===== src/rtl/gate_tt_sequencer_if.sv =====
// Stimulus/result bundle between the truth-table sequencer and its user.
// The slave side is the sequencer; the master side is whoever starts sweeps,
// supplies the gate output and consumes the results.
//   start, abort    sweep control (master -> slave)
//   dut_y           output C of the gate under test (master -> slave)
//   vec             gate input vector (slave -> master)
//   busy, done      sweep status (slave -> master)
//   pass, err_count, fail_valid, first_fail_vec, result_bits
//                   sweep results (slave -> master)
interface gate_tt_sequencer_if #(
  parameter int N_IN = 2
);
  logic                     start;
  logic                     abort;
  logic                     dut_y;
  logic [N_IN-1:0]          vec;
  logic                     busy;
  logic                     done;
  logic                     pass;
  logic [N_IN:0]            err_count;
  logic                     fail_valid;
  logic [N_IN-1:0]          first_fail_vec;
  logic [(1<<N_IN)-1:0]     result_bits;

  modport master (
    output start, abort, dut_y,
    input  vec, busy, done, pass, err_count, fail_valid, first_fail_vec, result_bits
  );

  modport slave (
    input  start, abort, dut_y,
    output vec, busy, done, pass, err_count, fail_valid, first_fail_vec, result_bits
  );
endinterface


===== src/rtl/gate_tt_sequencer.sv =====
// Truth-table sequencer for a 2^N_IN-row combinational gate check.
// On start it walks vec through 0..2^N_IN-1, holds each vector SETTLE cycles,
// samples dut_y in the following cycle and compares it with EXP_TABLE[vec].
// Reports pass, mismatch count and the first failing vector.
// Ports:
//   clk    rising-edge clock
//   reset  synchronous active-high reset
//   bus    gate_tt_sequencer_if.slave (start/abort/dut_y in, results out)
// Optional feature macro: GATE_TT_TRACE_EN -- when defined, result_bits
// records the measured dut_y per vector; otherwise result_bits is tied to 0.
module gate_tt_sequencer #(
  parameter int                   N_IN      = 2,
  parameter int                   SETTLE    = 1,
  parameter logic [(1<<N_IN)-1:0] EXP_TABLE = 'b0110
) (
  input  logic                clk,
  input  logic                reset,
  gate_tt_sequencer_if.slave  bus
);
  localparam logic [N_IN-1:0] LAST_VEC = '1;
  localparam logic [3:0]      SET_LAST = 4'(SETTLE - 1);

  typedef enum logic [1:0] {IDLE, DRIVE, SAMPLE, DONE} state_t;

  state_t          state;
  logic [3:0]      settle_cnt;
  logic [N_IN-1:0] vec;
  logic            pass;
  logic [N_IN:0]   err_count;
  logic            fail_valid;
  logic [N_IN-1:0] first_fail_vec;
  logic            mismatch;

  assign mismatch = (bus.dut_y != EXP_TABLE[vec]);

  always_ff @(posedge clk) begin
    if (reset) begin
      state          <= IDLE;
      settle_cnt     <= '0;
      vec            <= '0;
      pass           <= 1'b0;
      err_count      <= '0;
      fail_valid     <= 1'b0;
      first_fail_vec <= '0;
    end else begin
      case (state)
        IDLE: begin
          // start beats abort here; abort has no meaning while idle
          if (bus.start) begin
            state          <= DRIVE;
            vec            <= '0;
            settle_cnt     <= '0;
            err_count      <= '0;
            fail_valid     <= 1'b0;
            first_fail_vec <= '0;
            pass           <= 1'b0;
          end
        end
        DRIVE: begin
          if (bus.abort) begin
            state <= IDLE;
            pass  <= 1'b0;
          end else if (settle_cnt == SET_LAST) begin
            state <= SAMPLE;
          end else begin
            settle_cnt <= settle_cnt + 4'd1;
          end
        end
        SAMPLE: begin
          // an abort skips the compare so counters keep their pre-abort values
          if (bus.abort) begin
            state <= IDLE;
            pass  <= 1'b0;
          end else begin
            if (mismatch) begin
              err_count <= err_count + 1'b1;
              if (!fail_valid) begin
                fail_valid     <= 1'b1;
                first_fail_vec <= vec;
              end
            end
            if (vec == LAST_VEC) begin
              state <= DONE;
              pass  <= (err_count == '0) && !mismatch;
            end else begin
              vec        <= vec + 1'b1;
              settle_cnt <= '0;
              state      <= DRIVE;
            end
          end
        end
        DONE: state <= IDLE;
        default: state <= IDLE;
      endcase
    end
  end

`ifdef GATE_TT_TRACE_EN
  logic [(1<<N_IN)-1:0] trace;

  always_ff @(posedge clk) begin
    if (reset) begin
      trace <= '0;
    end else if (state == IDLE && bus.start) begin
      trace <= '0;
    end else if (state == SAMPLE && !bus.abort) begin
      trace[vec] <= bus.dut_y;
    end
  end

  assign bus.result_bits = trace;
`else
  assign bus.result_bits = '0;
`endif

  assign bus.vec            = vec;
  assign bus.busy           = (state != IDLE);
  assign bus.done           = (state == DONE);
  assign bus.pass           = pass;
  assign bus.err_count      = err_count;
  assign bus.fail_valid     = fail_valid;
  assign bus.first_fail_vec = first_fail_vec;
endmodule


===== src/flat_wrapper.sv =====
// flat-port wrapper written by rule: the top's interface ports become plain ports
module gate_tt_sequencer_flat 
#(
  parameter int                   N_IN      = 2,
  parameter int                   SETTLE    = 1,
  parameter logic [(1<<N_IN)-1:0] EXP_TABLE = 'b0110
)
  (clk, reset, bus_start, bus_abort, bus_dut_y, bus_vec, bus_busy, bus_done, bus_pass, bus_err_count, bus_fail_valid, bus_first_fail_vec, bus_result_bits);
  gate_tt_sequencer_if #(.N_IN(N_IN)) bus_i ();
  input  logic clk;
  input  logic reset;
  input wire logic [$bits(bus_i.start)-1:0] bus_start;
  input wire logic [$bits(bus_i.abort)-1:0] bus_abort;
  input wire logic [$bits(bus_i.dut_y)-1:0] bus_dut_y;
  output wire logic [$bits(bus_i.vec)-1:0] bus_vec;
  output wire logic [$bits(bus_i.busy)-1:0] bus_busy;
  output wire logic [$bits(bus_i.done)-1:0] bus_done;
  output wire logic [$bits(bus_i.pass)-1:0] bus_pass;
  output wire logic [$bits(bus_i.err_count)-1:0] bus_err_count;
  output wire logic [$bits(bus_i.fail_valid)-1:0] bus_fail_valid;
  output wire logic [$bits(bus_i.first_fail_vec)-1:0] bus_first_fail_vec;
  output wire logic [$bits(bus_i.result_bits)-1:0] bus_result_bits;
  assign bus_i.start = bus_start;
  assign bus_i.abort = bus_abort;
  assign bus_i.dut_y = bus_dut_y;
  assign bus_vec = bus_i.vec;
  assign bus_busy = bus_i.busy;
  assign bus_done = bus_i.done;
  assign bus_pass = bus_i.pass;
  assign bus_err_count = bus_i.err_count;
  assign bus_fail_valid = bus_i.fail_valid;
  assign bus_first_fail_vec = bus_i.first_fail_vec;
  assign bus_result_bits = bus_i.result_bits;
  gate_tt_sequencer #(.N_IN(N_IN), .SETTLE(SETTLE), .EXP_TABLE(EXP_TABLE)) u_core (.clk(clk), .reset(reset), .bus(bus_i));
endmodule

===== config.mk =====
export PLATFORM = sky130hd
export DESIGN_NAME = gate_tt_sequencer_flat
export DESIGN_NICKNAME = d
export VERILOG_FILES = /design/src/rtl/gate_tt_sequencer_if.sv /design/src/rtl/gate_tt_sequencer.sv /design/src/flat_wrapper.sv
export SDC_FILE = /design/constraint.sdc
export NUM_CORES = 1
export LEC_CHECK = 0
export ABC_AREA = 1
export BUFFER_PORTS_ARGS = -buffer_cell sky130_fd_sc_hd__buf_2
export CAP_MARGIN = 20
export CORE_ASPECT_RATIO = 0.8
export CORE_UTILIZATION = 35
export DETAILED_ROUTE_END_ITERATION = 10
export RECOVER_POWER = 100
export SYNTH_ARGS = -nofsm -noshare
export SYNTH_HDL_FRONTEND = slang
export SYNTH_SLANG_ARGS = --single-unit

===== constraint.sdc =====
create_clock -name clk -period 2.1 [get_ports clk]
set_clock_uncertainty 0.2 [all_clocks]
set_input_delay 0.105 -clock clk [delete_from_list [all_inputs] [get_ports clk]]
set_output_delay 0.105 -clock clk [all_outputs]
set_load 0.1 [all_outputs]

**Yosys cells after proc, flatten, opt, wreduce, memory -nomap -nowiden**

Index checks and enable logic that the tools add are counted.

- Shifts and indexed selects: 0
- Reductions and logical operators: 14
- $add $sub $neg: 3
- Eq/ne operators: 15
- Divide/modulo/power cells: 0
- Order comparisons: 1
- $mul: 0
- Muxes and demuxes: 34
- Bitwise gates (word level): 0

Operators with widths:

| operator | number |
|---|---|
| $mux W2 | 11 |
| $mux W4 | 5 |
| $ne A2 B2 Y1 const B | 7 |
| $pmux W4 S3 | 1 |
| $reduce_and A4 Y1 | 3 |
| $mux W3 | 3 |
| $pmux W2 S2 | 2 |
| $pmux W2 S4 | 1 |
| $mux W1 | 7 |
| $eq A2 B2 Y1 const B | 3 |
| $ne A3 B2 Y1 const B | 2 |
| $pmux W3 S2 | 1 |
| $reduce_and A6 Y1 | 1 |
| $reduce_and A5 Y1 | 1 |
| $add A4 B1 Y4 const B | 1 |
| $logic_not A4 Y1 | 1 |
| $reduce_bool A2 Y1 | 2 |
| $add A3 B1 Y3 const B | 1 |
| $logic_not A3 Y1 | 1 |
| $lt A2 B3 Y1 const B | 1 |
| $pmux W1 S3 | 1 |
| $reduce_bool A3 Y1 | 1 |
| $add A2 B1 Y2 const B | 1 |
| $bmux W1 S2 | 1 |
| other kinds (8) | 8 |

- Bits in registers: 15
- Input port bits: 5
- Output and inout port bits: 15
- Latch bits: 0
- Logic and storage cells: 74
- RAM bits: 0
- Memories kept: 0
- Bits in read-only memories: 0

**Depth between registers and ports, before layout**

- Word-level depth: 8
- Gate-level depth with buffers: 9
- Mapped depth without buffers: 9

**Worst setup path before layout**

OpenSTA, ideal clock, no wires.

- Path kind: reg2reg
- Start: register u_core.vec[0] (netlist: u_core.bus.vec[0])
- End: register u_core.err_count[0] (netlist: u_core.bus.err_count[0])
- Cell stages (with the launch flop): 9
- Setup time: 0.070 ns
- Arrival time: 1.980 ns
- Buffers on the path: 0
- Required time: 1.830 ns
- Path slack: -0.149 ns
- Period minus slack after synthesis: 2.249 ns
- Path through: dfxtp_1 ha_1 nand2_1 nand2_1 nor2_1 nor2_2 nand2_1 nand2_1 a21oi_1

- Word-level cells in the longest chain between the ends: 5

RTL lines:

| item | RTL line | text |
|---|---|---|
| start: declaration | gate_tt_sequencer.sv:27 | `logic [N_IN-1:0] vec;` |
| start signal: assignment | gate_tt_sequencer.sv:86 | `vec <= vec + 1'b1;` |
| $bmux W1 S2 | gate_tt_sequencer.sv:34 | `assign mismatch = (bus.dut_y != EXP_TABLE[vec]);` |
| $mux W1 (implied by the code) | gate_tt_sequencer.sv:34 |  |
| $ne A1 B1 Y1 | gate_tt_sequencer.sv:34 |  |
| $ne A2 B1 Y1 (no line) | - |  |
| $reduce_and A4 Y1 (no line) | - |  |
| end signal: assignment | gate_tt_sequencer.sv:76 | `err_count <= err_count + 1'b1;` |
| end: declaration | gate_tt_sequencer.sv:29 | `logic [N_IN:0] err_count;` |

No other way between the ends. The select of a mux whose other input is x is not followed.
A chain may end at the register's enable or synchronous reset.

**Final worst setup path**

- Start: register u_core.vec[0] (netlist: u_core.bus.vec[0])
- End: output port bus_vec[0]

RTL lines:

| item | RTL line | text |
|---|---|---|
| end: declaration | flat_wrapper.sv:15 | `output wire logic [$bits(bus_i.vec)-1:0] bus_vec;` |

No word-level cell between the ends.

==> results by group <==
Status
  • Status: completed

Power
  • Seq pwr share: 0.458
  • Max VDD drop: 0.000235 V
  • Leak: about 0.50 nW
  • Clock Power Share: 0.250
  • P_sw: between 0.0002 and 0.0003 W
  • Pint: 0.000409 W
  • Pwr dens: 635 mW/mm^2
  • Sw frac: 0.392
  • Combinational share of power: 0.292

Critical path
  • CP Data Required Time: approximately 1800 ps
  • Worst EP arrival: 1590 ps
  • CP Launch Type: flop
  • Critical path fanouts, max: 5
  • Family with the most delay on the worst path: buffers and inverters
  • Largest stage delay, worst path: 880 ps
  • Worst setup path category: reg -> out
  • Crit-path slowest cell: clkbuf_1
  • Crit path buffers/inverters: 1
  • Kind of end point of the critical path: primary output
  • CP cell instances: clkbuf_1

Drt
  • WL/cell: roughly 11 um
  • Antenna viol nets, final: 0
  • # DRC: 0
  • Number of DRC markers in iteration 0: 38
  • Pre-antenna DRT Iters: 5
  • Post-DR vias/cell: 4.77
  • Detailed-route via count: around 930
  • DRT Wirelength: 2100 um

Timing
  • Setup TNS: 0 ps
  • Measured slew at the worst slew-check pin: 1180 ps
  • RSZ-0062 raised after global routing: false
  • Period Utilization, post-route: 0.903
  • Final hold violations: 0
  • Relative slew margins: 0.219
  • Setup ws final: between 200 and 250 ps
  • Highest clock rate: 527 MHz
  • Fin crit period: between 1500 and 2000 ps
  • Final number of setup-violating endpoints: 0
  • Max Transition Viols Final: 0

Final layout
  • Non-Filler Instances: 195
  • Most common cell after layout, fill and taps aside: nand2_1
  • Diode count: 0
  • Fill cells: 272
  • Area Growth Syn to Fin: 13.7%
  • Nets: 170
  • Core Util, Final: 0.426
  • Cell area after layout: roughly 0.0011 sq mm
  • Share of layout cells above drive strength 1: 0.113
  • Commonest non-fill, non-tap cells in the layout: 32 x nand2_1, 21 x inv_1, 14 x dfxtp_1

GRT
  • Initial antenna violation count: 0
  • Largest net degree at the start of global routing: 11
  • GRT Total Usage: 0.164
  • Grt total ovfl: 0
  • Vias in the first global route: 759
  • First-pass GRT wire length: ~3400 um

Floorplan
  • Area of the core: 0.00248 sq mm
  • Die Wd: 59.6 um
  • Site Rows: 16
  • Die area: 0.00287 sq mm
  • Initial Utilization: 0.374
  • Height of the die: just under 50 um
  • Num ports: 20

Logic synthesis
  • Sequential share of the synthesized area: 0.323
  • Cell accounting for the most synthesized area: dfxtp_1
  • Avg Cell Area, Syn: around 6.6 sq um
  • Yosys warns: 0
  • Top post-synthesis cells by area: dfxtp_1 32%, nand2_1 13%, inv_1 8.1%
  • Mapped cell area: 930 sq um
  • Cell variety after synth: 23
  • Yosys reg bits: 15
  • Yosys top cell area share: 0.323
  • Cell count after synthesis: 140

Clock network
  • Htree depth: 1
  • Resized Gates After CTS: 0
  • Root Buffer: clkbuf_4
  • Hold buffer count at CTS: 2
  • CTS sink cnt: 15
  • Setup bufs post-CTS: 0
  • Clock slew at reported path FFs: 90 ps
  • TritonCTS Buffers: 3
  • Worst skew pair latency: around 290 ps
  • CTS tree: built
  • Bufs on Longest Clock Path: 2

Placement
  • Gp weighted congestion: 0.826
  • PortBufs: 15
  • Pre-CTS worst setup slack: 468 ps
  • DP HPWL: roughly 1600 um
  • Inst Count DP: 189
  • DP Area: around 0.0010 sq mm

Min path
  • Min-delay worst type: in -> reg

Flow run
  • Number of max-cap violations: 0
-- flip-flops by register name (all words and copies together), names as in the netlist --
register	count
u_core.bus.fail_valid	1
u_core.settle_cnt	4
u_core.bus.first_fail_vec	2
u_core.bus.vec	2
u_core.bus.pass	1
u_core.state	2
u_core.bus.err_count	3
-- layer usage --
metal,wire length [um],GRT usage
met4,38,0.0930
met5,0,0
met2,824,0.234
met1,1060,0.223
met3,177,0.0477
-- final timing paths --
check / slack [ps] / from / cells after the start / endpoint
max: 200 / u_core.bus.vec[0] / 1 / bus_vec[0]
min reg2reg: 270 / u_core.bus.first_fail_vec[0] / 2 / u_core.bus.first_fail_vec[0]
max reg2reg: 350 / u_core.state[0] / 7 / u_core.settle_cnt[3]
min: 110 / bus_start / 5 / u_core.bus.first_fail_vec[0]
-- Yosys cell counts --
library cell and instances:
nor2_1 12, inv_2 2, nand3_1 12, nor2_2 2, nor2_4 1, o21a_1 1, buf_4 5, inv_1 20
o21ai_0 7, nand2_2 1, nand3_2 2, nor3_1 2, buf_1 1, xor2_1 1, o21ai_1 1, ha_1 5
xnor2_1 1, conb_1 1, nand2_1 31, and3_1 1, a21oi_1 11, dfxtp_1 15, nand4_1 5
-- layout make-up --
type	instances	area (sq um)	area share
multi-input cells	100	507	0.479
flip-flops and latches	15	302	0.285
repair buffers	18	95.1	0.0899
inverters	22	82.6	0.0781
well taps	36	45.0	0.0426
clock buffers	4	26.3	0.0249
-- power by group through the flow --
stage          sequential, W  combinational (W)  clock, W
4_1_cts             0.000308           0.000200  0.000170
2_1_floorplan       0.000345           0.000139         0
6_report            0.000307           0.000196  0.000168
5_1_grt             0.000310           0.000214  0.000181
3_3_place_gp        0.000314           0.000196         0
3_5_place_dp        0.000314           0.000197         0
-- metrics by stage --
step                total power (W)  hold WS, ps
global route               0.000705          142
finish                     0.000671          107
detailed placement         0.000512          222
global placement           0.000510          223
floorplan                  0.000484         91.8
CTS                        0.000678         71.5
-- logic make-up (layout without fill, tap and decap cells) --
group,count (synthesis),count (layout),share of synthesized area
other,1,4,0.00403
buffers and inverters,28,44,0.133
flip-flops,15,15,0.323
AO/OA/AOI/OAI,20,20,0.110
adder cells (fa/ha/maj),5,5,0.0673
AND/OR/NAND/NOR,69,69,0.343
XOR/XNOR,2,2,0.0188
(Power assumes the default switching activity.)
